### src/rtl/serial_magnitude_comparator_pkg.sv
// Shared types for the digit-serial magnitude comparator: FSM states,
// per-digit compare result and counter sizing.
package serial_magnitude_comparator_pkg;

    typedef enum logic {
        ST_IDLE = 1'b0,
        ST_RUN  = 1'b1
    } cmp_state_e;

    typedef struct packed {
        logic gt;
        logic lt;
        logic eq;
    } digit_cmp_t;

    // Digit counter width; a single-digit operand still needs one bit.
    function automatic int cnt_width(input int n_digits);
        return (n_digits <= 1) ? 1 : $clog2(n_digits);
    endfunction

endpackage

### src/rtl/serial_magnitude_comparator_twobit.sv
// Two-bit unsigned comparator slice; the same cell used in the parallel
// comparator tree, here applied to one MSB-first digit pair per cycle.
module twobit_comparator
    import serial_magnitude_comparator_pkg::*;
(
    input  logic [1:0] i_a,
    input  logic [1:0] i_b,
    output digit_cmp_t o_res
);

    logic w_hi_eq;
    logic w_lo_eq;

    assign w_hi_eq = ~(i_a[1] ^ i_b[1]);
    assign w_lo_eq = ~(i_a[0] ^ i_b[0]);

    // High bit decides unless equal, then the low bit decides.
    assign o_res.gt = (i_a[1] & ~i_b[1]) | (w_hi_eq & i_a[0] & ~i_b[0]);
    assign o_res.lt = (~i_a[1] & i_b[1]) | (w_hi_eq & ~i_a[0] & i_b[0]);
    assign o_res.eq = w_hi_eq & w_lo_eq;

endmodule

### src/rtl/serial_magnitude_comparator.sv
// Digit-serial unsigned magnitude comparator: latches A/B on start, compares
// one 2-bit digit pair per clock MSB-first, exits early on the first difference.
module serial_magnitude_comparator
    import serial_magnitude_comparator_pkg::*;
#(
    parameter int WIDTH = 8
) (
    input  logic             clk,
    input  logic             rst,
    input  logic             start,
    input  logic [WIDTH-1:0] A,
    input  logic [WIDTH-1:0] B,
    output logic             busy,
    output logic             done,
    output logic             eq,
    output logic             a_less_b,
    output logic             a_greater_b
);

    localparam int N     = WIDTH / 2;
    localparam int CNT_W = cnt_width(N);
    localparam logic [CNT_W-1:0] LAST_DIGIT = CNT_W'(N - 1);

    cmp_state_e       r_state;
    logic [WIDTH-1:0] r_a;
    logic [WIDTH-1:0] r_b;
    logic [CNT_W-1:0] r_cnt;
    logic             r_busy;
    logic             r_done;
    logic             r_eq;
    logic             r_lt;
    logic             r_gt;

    digit_cmp_t       w_digit;
    logic             w_last;

    twobit_comparator u_digit (
        .i_a   (r_a[WIDTH-1 -: 2]),
        .i_b   (r_b[WIDTH-1 -: 2]),
        .o_res (w_digit)
    );

    assign w_last = (r_cnt == LAST_DIGIT);

    // NOTE: state is updated with non-blocking assignments only, so every
    // branch below sees the pre-edge values of r_a/r_b/r_cnt regardless of order.
    always_ff @(posedge clk or posedge rst) begin
        if (rst) begin
            r_state <= ST_IDLE;
            r_a     <= '0;
            r_b     <= '0;
            r_cnt   <= '0;
            r_busy  <= 1'b0;
            r_done  <= 1'b0;
            r_eq    <= 1'b0;
            r_lt    <= 1'b0;
            r_gt    <= 1'b0;
        end else begin
            // NOTE: done defaults low every cycle so it can only ever be a single-cycle pulse.
            r_done <= 1'b0;
            case (r_state)
                ST_IDLE: begin
                    if (start) begin
                        r_a     <= A;
                        r_b     <= B;
                        r_cnt   <= '0;
                        r_eq    <= 1'b0;
                        r_lt    <= 1'b0;
                        r_gt    <= 1'b0;
                        r_busy  <= 1'b1;
                        r_state <= ST_RUN;
                    end
                end
                ST_RUN: begin
                    if (w_digit.gt || w_digit.lt || w_last) begin
                        r_gt    <= w_digit.gt;
                        r_lt    <= w_digit.lt;
                        r_eq    <= w_digit.eq;
                        r_busy  <= 1'b0;
                        r_done  <= 1'b1;
                        r_state <= ST_IDLE;
                    end else begin
                        r_a   <= r_a << 2;
                        r_b   <= r_b << 2;
                        r_cnt <= r_cnt + CNT_W'(1);
                    end
                end
                default: r_state <= ST_IDLE;
            endcase
        end
    end

    assign busy        = r_busy;
    assign done        = r_done;
    assign eq          = r_eq;
    assign a_less_b    = r_lt;
    assign a_greater_b = r_gt;

endmodule

### config.mk
export PLATFORM = sky130hd
export DESIGN_NAME = serial_magnitude_comparator
export DESIGN_NICKNAME = d
export VERILOG_FILES = /design/src/rtl/serial_magnitude_comparator_pkg.sv /design/src/rtl/serial_magnitude_comparator_twobit.sv /design/src/rtl/serial_magnitude_comparator.sv
export SDC_FILE = /design/constraint.sdc
export NUM_CORES = 1
export LEC_CHECK = 0
export ABC_CLOCK_PERIOD_IN_PS = 2500
export CELL_PAD_IN_SITES_DETAIL_PLACEMENT = 0
export CELL_PAD_IN_SITES_GLOBAL_PLACEMENT = 1
export CORE_ASPECT_RATIO = 1.25
export CORE_MARGIN = 3
export CORE_UTILIZATION = 39
export DETAILED_ROUTE_END_ITERATION = 8
export MAX_ROUTING_LAYER = met4
export PLACE_DENSITY_LB_ADDON = 0.1
export SLEW_MARGIN = 25
export SYNTH_ARGS = -nofsm -noshare
export SYNTH_HDL_FRONTEND = slang
export SYNTH_SLANG_ARGS = --single-unit
### constraint.sdc
create_clock -name clk -period 2.5 [get_ports clk]
set_clock_uncertainty 0.05 [all_clocks]
set_input_delay 0.625 -clock clk [delete_from_list [all_inputs] [get_ports clk]]
set_output_delay 0.625 -clock clk [all_outputs]
set_load 0.05 [all_outputs]
==> metrics.yaml, run 1 <==
placed_design:
  dp_slack_ns: 0.468
  portBuffers: 23
  place_hpwl_um: 2030
  gp_congestion: 0.742
route:
  via_per_inst: 5.68
  ant_nets: 0
  drc: 0
  drt-initial-drc-count: 25
  drt_wl_total_um: 2720
  wire_per_inst_um: 15.5
  via_count: 999
  drt_first_pass_iters: 4
synth:
  synth_area_mm2: 0.00123
  synth_common_cells: "24 x dfrtp_1, 9 x inv_1, 8 x nand2_1, 8 x o211ai_1"
  yosysTopAreaCellShare_pct: 49.0
  ys_ff_latch: 24
  ys_seq_area_share_pct: 49.0
  ys_async_sr_fraction_pct: 100
  syn_nets: 136
  synth.most_common_cell: "dfrtp_1"
  synthCells: 114
  synth_flop_cell: "dfrtp_1"
  yosysWarnings: 0
  synthTopCellsByArea: "dfrtp_1 49%, o221a_1 5.5%, o211ai_1 4.9%, mux2i_1 4.1%, ha_1 3.1%"
  synth_edf_count: 0
  synth_top_area_cell: "dfrtp_1"
  synth_cell_types: 34
  synth.avg_cell_area_um2: 10.8
sta:
  setup_viol: 0
  tightest_slew_ns: 0.622
  fmax_mhz: 452
  setup_tns_ns: 0
  rsz0062_at_grt: "false"
  min_period_over_period_pct: 88.5
  relSlewSlack_pct: 58.5
  maxSlewViolCount: 0
  setup_slack_ns: 0.288
  period_minus_slack_ns: 2.21
  hold_violations: 0
clock_network:
  cts.reportedPaths.clkPinSlew_ns: 0.13
  clkLatencyLatePin_ns: 0.31
  cts_tree: "yes"
  post_cts_resized: 0
  clock_sinks: 24
  cts_buffers: 3
  post_cts_buffers: 0
  clockBufferDepth: 2
  cts.root.buffer_cell: "clkbuf_4"
  cts_max_level: 1
  hold_buffers: 0
grt:
  grt_pass1_wl_um: 4720
  grt_max_degree: 25
  grt_usage_pct: 16.2
  antenna_found_initial: 0
  grt.met2_usage_pct: 27.3
  use_met1_pct: 19.9
  grt-ovfl-total: 0
  grt_pass1_vias: 976
  grt_most_used_layer: "met2"
  met3_usage_pct: 2.05
min_path:
  hold_class: "reg -> reg"
critical_path:
  cp.required_ns: 1.82
  worstSetupPathType: "reg -> out"
  path_buf_inv: 1
  path_cells: "clkdlybuf4s50_1"
  endpoint_kind: "primary output"
  crit_arrival_ns: 1.54
  crit_fanout: 3
  r2r_slack_ns: 0.49
  slowest_stage: "clkdlybuf4s50_1"
  slowest_delay_ns: 0.82
  cp-start-kind: "flip-flop"
  critical-path-top-delay-family: "buffers and inverters"
cells_and_area:
  fin_nets: 163
  syn_to_final_growth_pct: 26.2
  diodes: 0
  drive_gt1_share_pct: 9.29
  fill_cells: 280
floorplanning:
  row_count: 22
  chipWidth_um: 56.2
  die_height_um: 68.7
  io_pins: 24
  core_mm2: 0.00297
  start_util_pct: 41.2
  die_area_mm2: 0.00386
outcome:
  outcome: "complete, no violations"
job:
  max_cap_violations: 0
power:
  ir_worst_vdd_mv: 0.746
  power.leakage_nw: 0.650
  p_per_area_mw_per_mm2: 1380
metrics by stage:
stage | hold slack [ns] | instances | power [mW] | utilization [%] | cell area [µm²]
4_1_cts | 0.450 | 176 | 2.15 | 52.1 | 1550
3_5_place_dp | 0.432 | 172 | 1.94 | 50.8 | 1510
2_1_floorplan | 0.407 | 114 | 1.60 | - | 1230
5_1_grt | 0.478 | 176 | 2.32 | 52.1 | 1550
6_report | 0.444 | 176 | 2.13 | 52.1 | 1550
3_3_place_gp | 0.423 | 172 | 1.91 | 50.8 | 1510
flip-flops by register name (all words and copies together), names as in the netlist:
| signal | cells |
|---|---|
| a_less_b | 1 |
| eq | 1 |
| done | 1 |
| a_greater_b | 1 |
| r_b | 8 |
| r_state | 1 |
| r_cnt | 2 |
| r_a | 8 |
| busy | 1 |
layout by cell type (no fill, tap or decap), drive strengths merged, types with 2 or more instances in the layout:
master,instances
o211ai,8
ha,3
clkdlybuf4s50,23
o21ai,2
nand2b,6
a31oi,3
a211o,5
buf,5
nor2,4
nand2,8
o221a,6
o22ai,2
dfrtp,24
a22o,2
inv,10
clkbuf,4
o31a,2
mux2i,5
a22oi,4
a21oi,3
path summary, 6_finish.rpt:
kind,from,end,depth (start not counted)
setup / recovery,a_less_b$_DFFE_PP0P_,a_less_b,1
hold / removal,r_cnt[0]$_DFFE_PP0P_,r_cnt[0]$_DFFE_PP0P_,1
setup reg to reg,r_a[7]$_DFFE_PP0P_,r_a[3]$_DFFE_PP0P_,5
hold reg to reg,r_cnt[0]$_DFFE_PP0P_,r_cnt[0]$_DFFE_PP0P_,1
max in group asynchronous,rst,r_b[5]$_DFFE_PP0P_,3
min in group asynchronous,rst,a_greater_b$_DFFE_PP0P_,3
power breakdown:
group          internal [mW]  switching (mW)
combinational          0.488           0.690
clock                 0.0890           0.115
sequential             0.574           0.173
total                   1.15           0.978
layout make-up:
cell class	count	area, µm²	share of cell area, %
sequential	24	601	38.8
timing repair buffer	28	268	17.3
multi-input combinational	74	561	36.2
inverter	10	37.5	2.43
tap	36	45.0	2.91
clock buffer	4	36.3	2.34
per-layer routing:
layer,wire [µm],vias up,share of wire [%]
li1,-,481,-
met1,1170,481,43
met2,1380,33,51
met3,135,4,5.0
met4,41,0,1.5
met5,0,-,0
kinds of logic after synthesis:
family / share of synthesized area, %
mux: 4.08
xor+xnor: 2.04
compound gates: 27.9
buf+inv: 5.31
fa+ha+maj: 3.06
simple gates: 8.67
flops: 49.0
No activity file was read; power rests on OpenSTA's default activity.
==> inputs of run 2 (changes only) <==
--- a/config.mk
+++ b/config.mk
@@ -5,7 +5,7 @@
 export SDC_FILE = /design/constraint.sdc
 export NUM_CORES = 1
 export LEC_CHECK = 0
-export ABC_CLOCK_PERIOD_IN_PS = 2500
+export ABC_CLOCK_PERIOD_IN_PS = 2100
 export CELL_PAD_IN_SITES_DETAIL_PLACEMENT = 0
 export CELL_PAD_IN_SITES_GLOBAL_PLACEMENT = 1
 export CORE_ASPECT_RATIO = 1.25
@@ -14,6 +14,7 @@
 export DETAILED_ROUTE_END_ITERATION = 8
 export MAX_ROUTING_LAYER = met4
 export PLACE_DENSITY_LB_ADDON = 0.1
+export REMOVE_ABC_BUFFERS = 1
 export SLEW_MARGIN = 25
 export SYNTH_ARGS = -nofsm -noshare
 export SYNTH_HDL_FRONTEND = slang
==> constraint.sdc (replaced) <==
create_clock -name clk -period 2.1 [get_ports clk]
set_clock_uncertainty 0.05 [all_clocks]
set_input_delay 0.525 -clock clk [delete_from_list [all_inputs] [get_ports clk]]
set_output_delay 0.525 -clock clk [all_outputs]
set_load 0.05 [all_outputs]
==> metrics.yaml, run 2 (synthesized netlist as in run 1, its figures left out) <==
outcome:
  outcome: "complete, no violations"
floorplanning:
  die_height_um: 68.7  # unchanged
  io_pins: 24  # unchanged
  chipWidth_um: 56.2  # unchanged
  core_mm2: 0.00297  # unchanged
  row_count: 22  # unchanged
  start_util_pct: 41.2  # unchanged
  die_area_mm2: 0.00386  # unchanged
placed_design:
  place_area_mm2: 0.00155  # +2.5%
  dp_slack_ns: 0.128  # -0.340 ns
  portBuffers: 23  # unchanged
  place_hpwl_um: 2010  # -1.1%
  gp_congestion: 0.828  # +12%
  placed_cells: 178  # +3.5%
clock_network:
  clockBufferDepth: 2  # unchanged
  cts.root.buffer_cell: "clkbuf_4"
  post_cts_buffers: 0  # unchanged
  cts.reportedPaths.clkPinSlew_ns: 0.14  # about the same
  cts_max_level: 1  # unchanged
  cts_tree: "yes"
  clkLatencyLatePin_ns: 0.31  # about the same
  post_cts_resized: 0  # unchanged
  hold_buffers: 0  # unchanged
  clock_sinks: 24  # unchanged
  cts_buffers: 3  # unchanged
power:
  combinationalPowerShare_pct: 58.9  # +3.6 points
  power_frac_clock_pct: 7.9  # -1.7 points
  power.leakage_nw: 0.687  # +5.7%
  intPower_mw: 1.44  # +25%
  power.total_mw: 2.63  # +23%
  p_per_area_mw_per_mm2: 1670  # +21%
  swShare_pct: 45.4  # -0.52 points
  p_switching_mw: 1.19  # +22%
  ir_worst_vdd_mv: 0.830  # +11%
  power_frac_seq_pct: 33.2  # -1.9 points
sta:
  setup_viol: 0  # unchanged
  hold_violations: 0  # unchanged
  setup_slack_ns: 0.0750  # -0.213 ns
  tightest_slew_ns: 0.502  # -0.121 ns
  maxSlewViolCount: 0  # unchanged
  setup_tns_ns: 0  # unchanged
  fmax_mhz: 494
  rsz0062_at_grt: "false"
  period_minus_slack_ns: 2.03
  relSlewSlack_pct: 66.5  # +8.0 points
  holdWs_ns: 0.440  # -0.00424 ns
  min_period_over_period_pct: 96.4
route:
  drt-initial-drc-count: 17  # -32%
  drc: 0  # unchanged
  ant_nets: 0  # unchanged
  drt_wl_total_um: 2740  # +0.55%
  wire_per_inst_um: 15.1  # -2.2%
  via_count: 980  # -1.9%
  drt_first_pass_iters: 4  # unchanged
  via_per_inst: 5.41  # -4.6%
grt:
  antenna_found_initial: 0  # unchanged
  grt_max_degree: 25  # unchanged
  grt_pass1_wl_um: 4550  # -3.5%
  grt-ovfl-total: 0  # unchanged
  grt_usage_pct: 15.6  # -0.61 points
  grt_pass1_vias: 965  # -1.1%
critical_path:
  r2r_slack_ns: 0.26  # -0.23 ns
  crit_arrival_ns: 1.45  # -0.09 ns
  worstSetupPathType: "reg -> out"
  crit_fanout: 1  # -2
  critical-path-top-delay-family: "buffers and inverters"
  critical_path.startpoint: "done$_DFF_PP0_"
  r2r_start: "r_a[7]$_DFFE_PP0P_"
  slowest_delay_ns: 0.79  # -0.03 ns
  cp.required_ns: 1.52  # -0.30 ns
  slowest_stage: "clkdlybuf4s50_1"
  r2r-end: "r_a[5]$_DFFE_PP0P_"
  endpoint_kind: "primary output"
  ff2ff_path_depth: 5  # unchanged
  path_cells: "clkdlybuf4s50_1"
  cp-start-kind: "flip-flop"
  path_buf_inv: 1  # unchanged
min_path:
  holdPathEnd: "r_cnt[0]$_DFFE_PP0P_"
  hold_class: "reg -> reg"
  min_path_cells: 1  # unchanged
  hp-start: "r_cnt[0]$_DFFE_PP0P_"
cells_and_area:
  fill_cells: 294  # +5.0%
  diodes: 0  # unchanged
  drive_gt1_share_pct: 14.5  # +5.2 points
  final_core_util_pct: 52.9  # +0.88 points
  syn_to_final_growth_pct: 28.4
  fin_area_mm2: 0.00157  # +1.7%
  fin_nets: 169  # +3.7%
  layout_commonest_cell: "dfrtp_1"
  final_cells: 181  # +2.8%
  layout_common_cells: "24 x dfrtp_1, 19 x clkdlybuf4s50_1, 14 x buf_4"
  reg_top3: "r_a (8), r_b (8), r_cnt (2)"
  multi_input_area_um2: 561  # unchanged
  seq_area_um2: 601  # unchanged
job:
  max_cap_violations: 0  # unchanged
[run 2: worst reg2reg max path: stages, from the launching register on]
cell     delay (ns)
dfrtp_1        0.43
ha_1           0.27
o31a_1         0.33
a211o_2        0.37
inv_2          0.14
o221a_1        0.20
[run 2: power groups by stage]
stage	clock, mW	combinational [mW]	sequential (mW)
after floorplan	0	0.881	0.993
after global placement	0	1.53	0.874
after detailed placement	0	1.56	0.884
after CTS	0.214	1.56	0.873
after global routing	0.229	1.71	0.905
final	0.207	1.55	0.873
[run 2: area by class of cell]
cell class                 instances  area share, %
inverter                          10           2.38
sequential                        24           38.2
timing repair buffer              34           19.6
multi-input combinational         74           35.6
clock buffer                       3           1.43
tap                               36           2.86
[run 2: per-layer routing]
layer	wire length, µm	share of wire, %	global-route usage [%]
met1	1260	46	18.6
met2	1330	49	26.0
met3	90	3.3	2.23
met4	55	2.0	8.31
met5	0	0	-
[run 2: how the worst max path moves through the flow]
stage,endpoint,slack (ns),cells after the start
3_3_place_gp,r_a[7]$_DFFE_PP0P_,0.17,5
2_1_floorplan,r_b[7]$_DFFE_PP0P_,0.37,4
5_1_grt,done,0.03,1
4_1_cts,busy,0.02,1
6_report,done,0.07,1
3_5_place_dp,r_a[3]$_DFFE_PP0P_,0.13,5
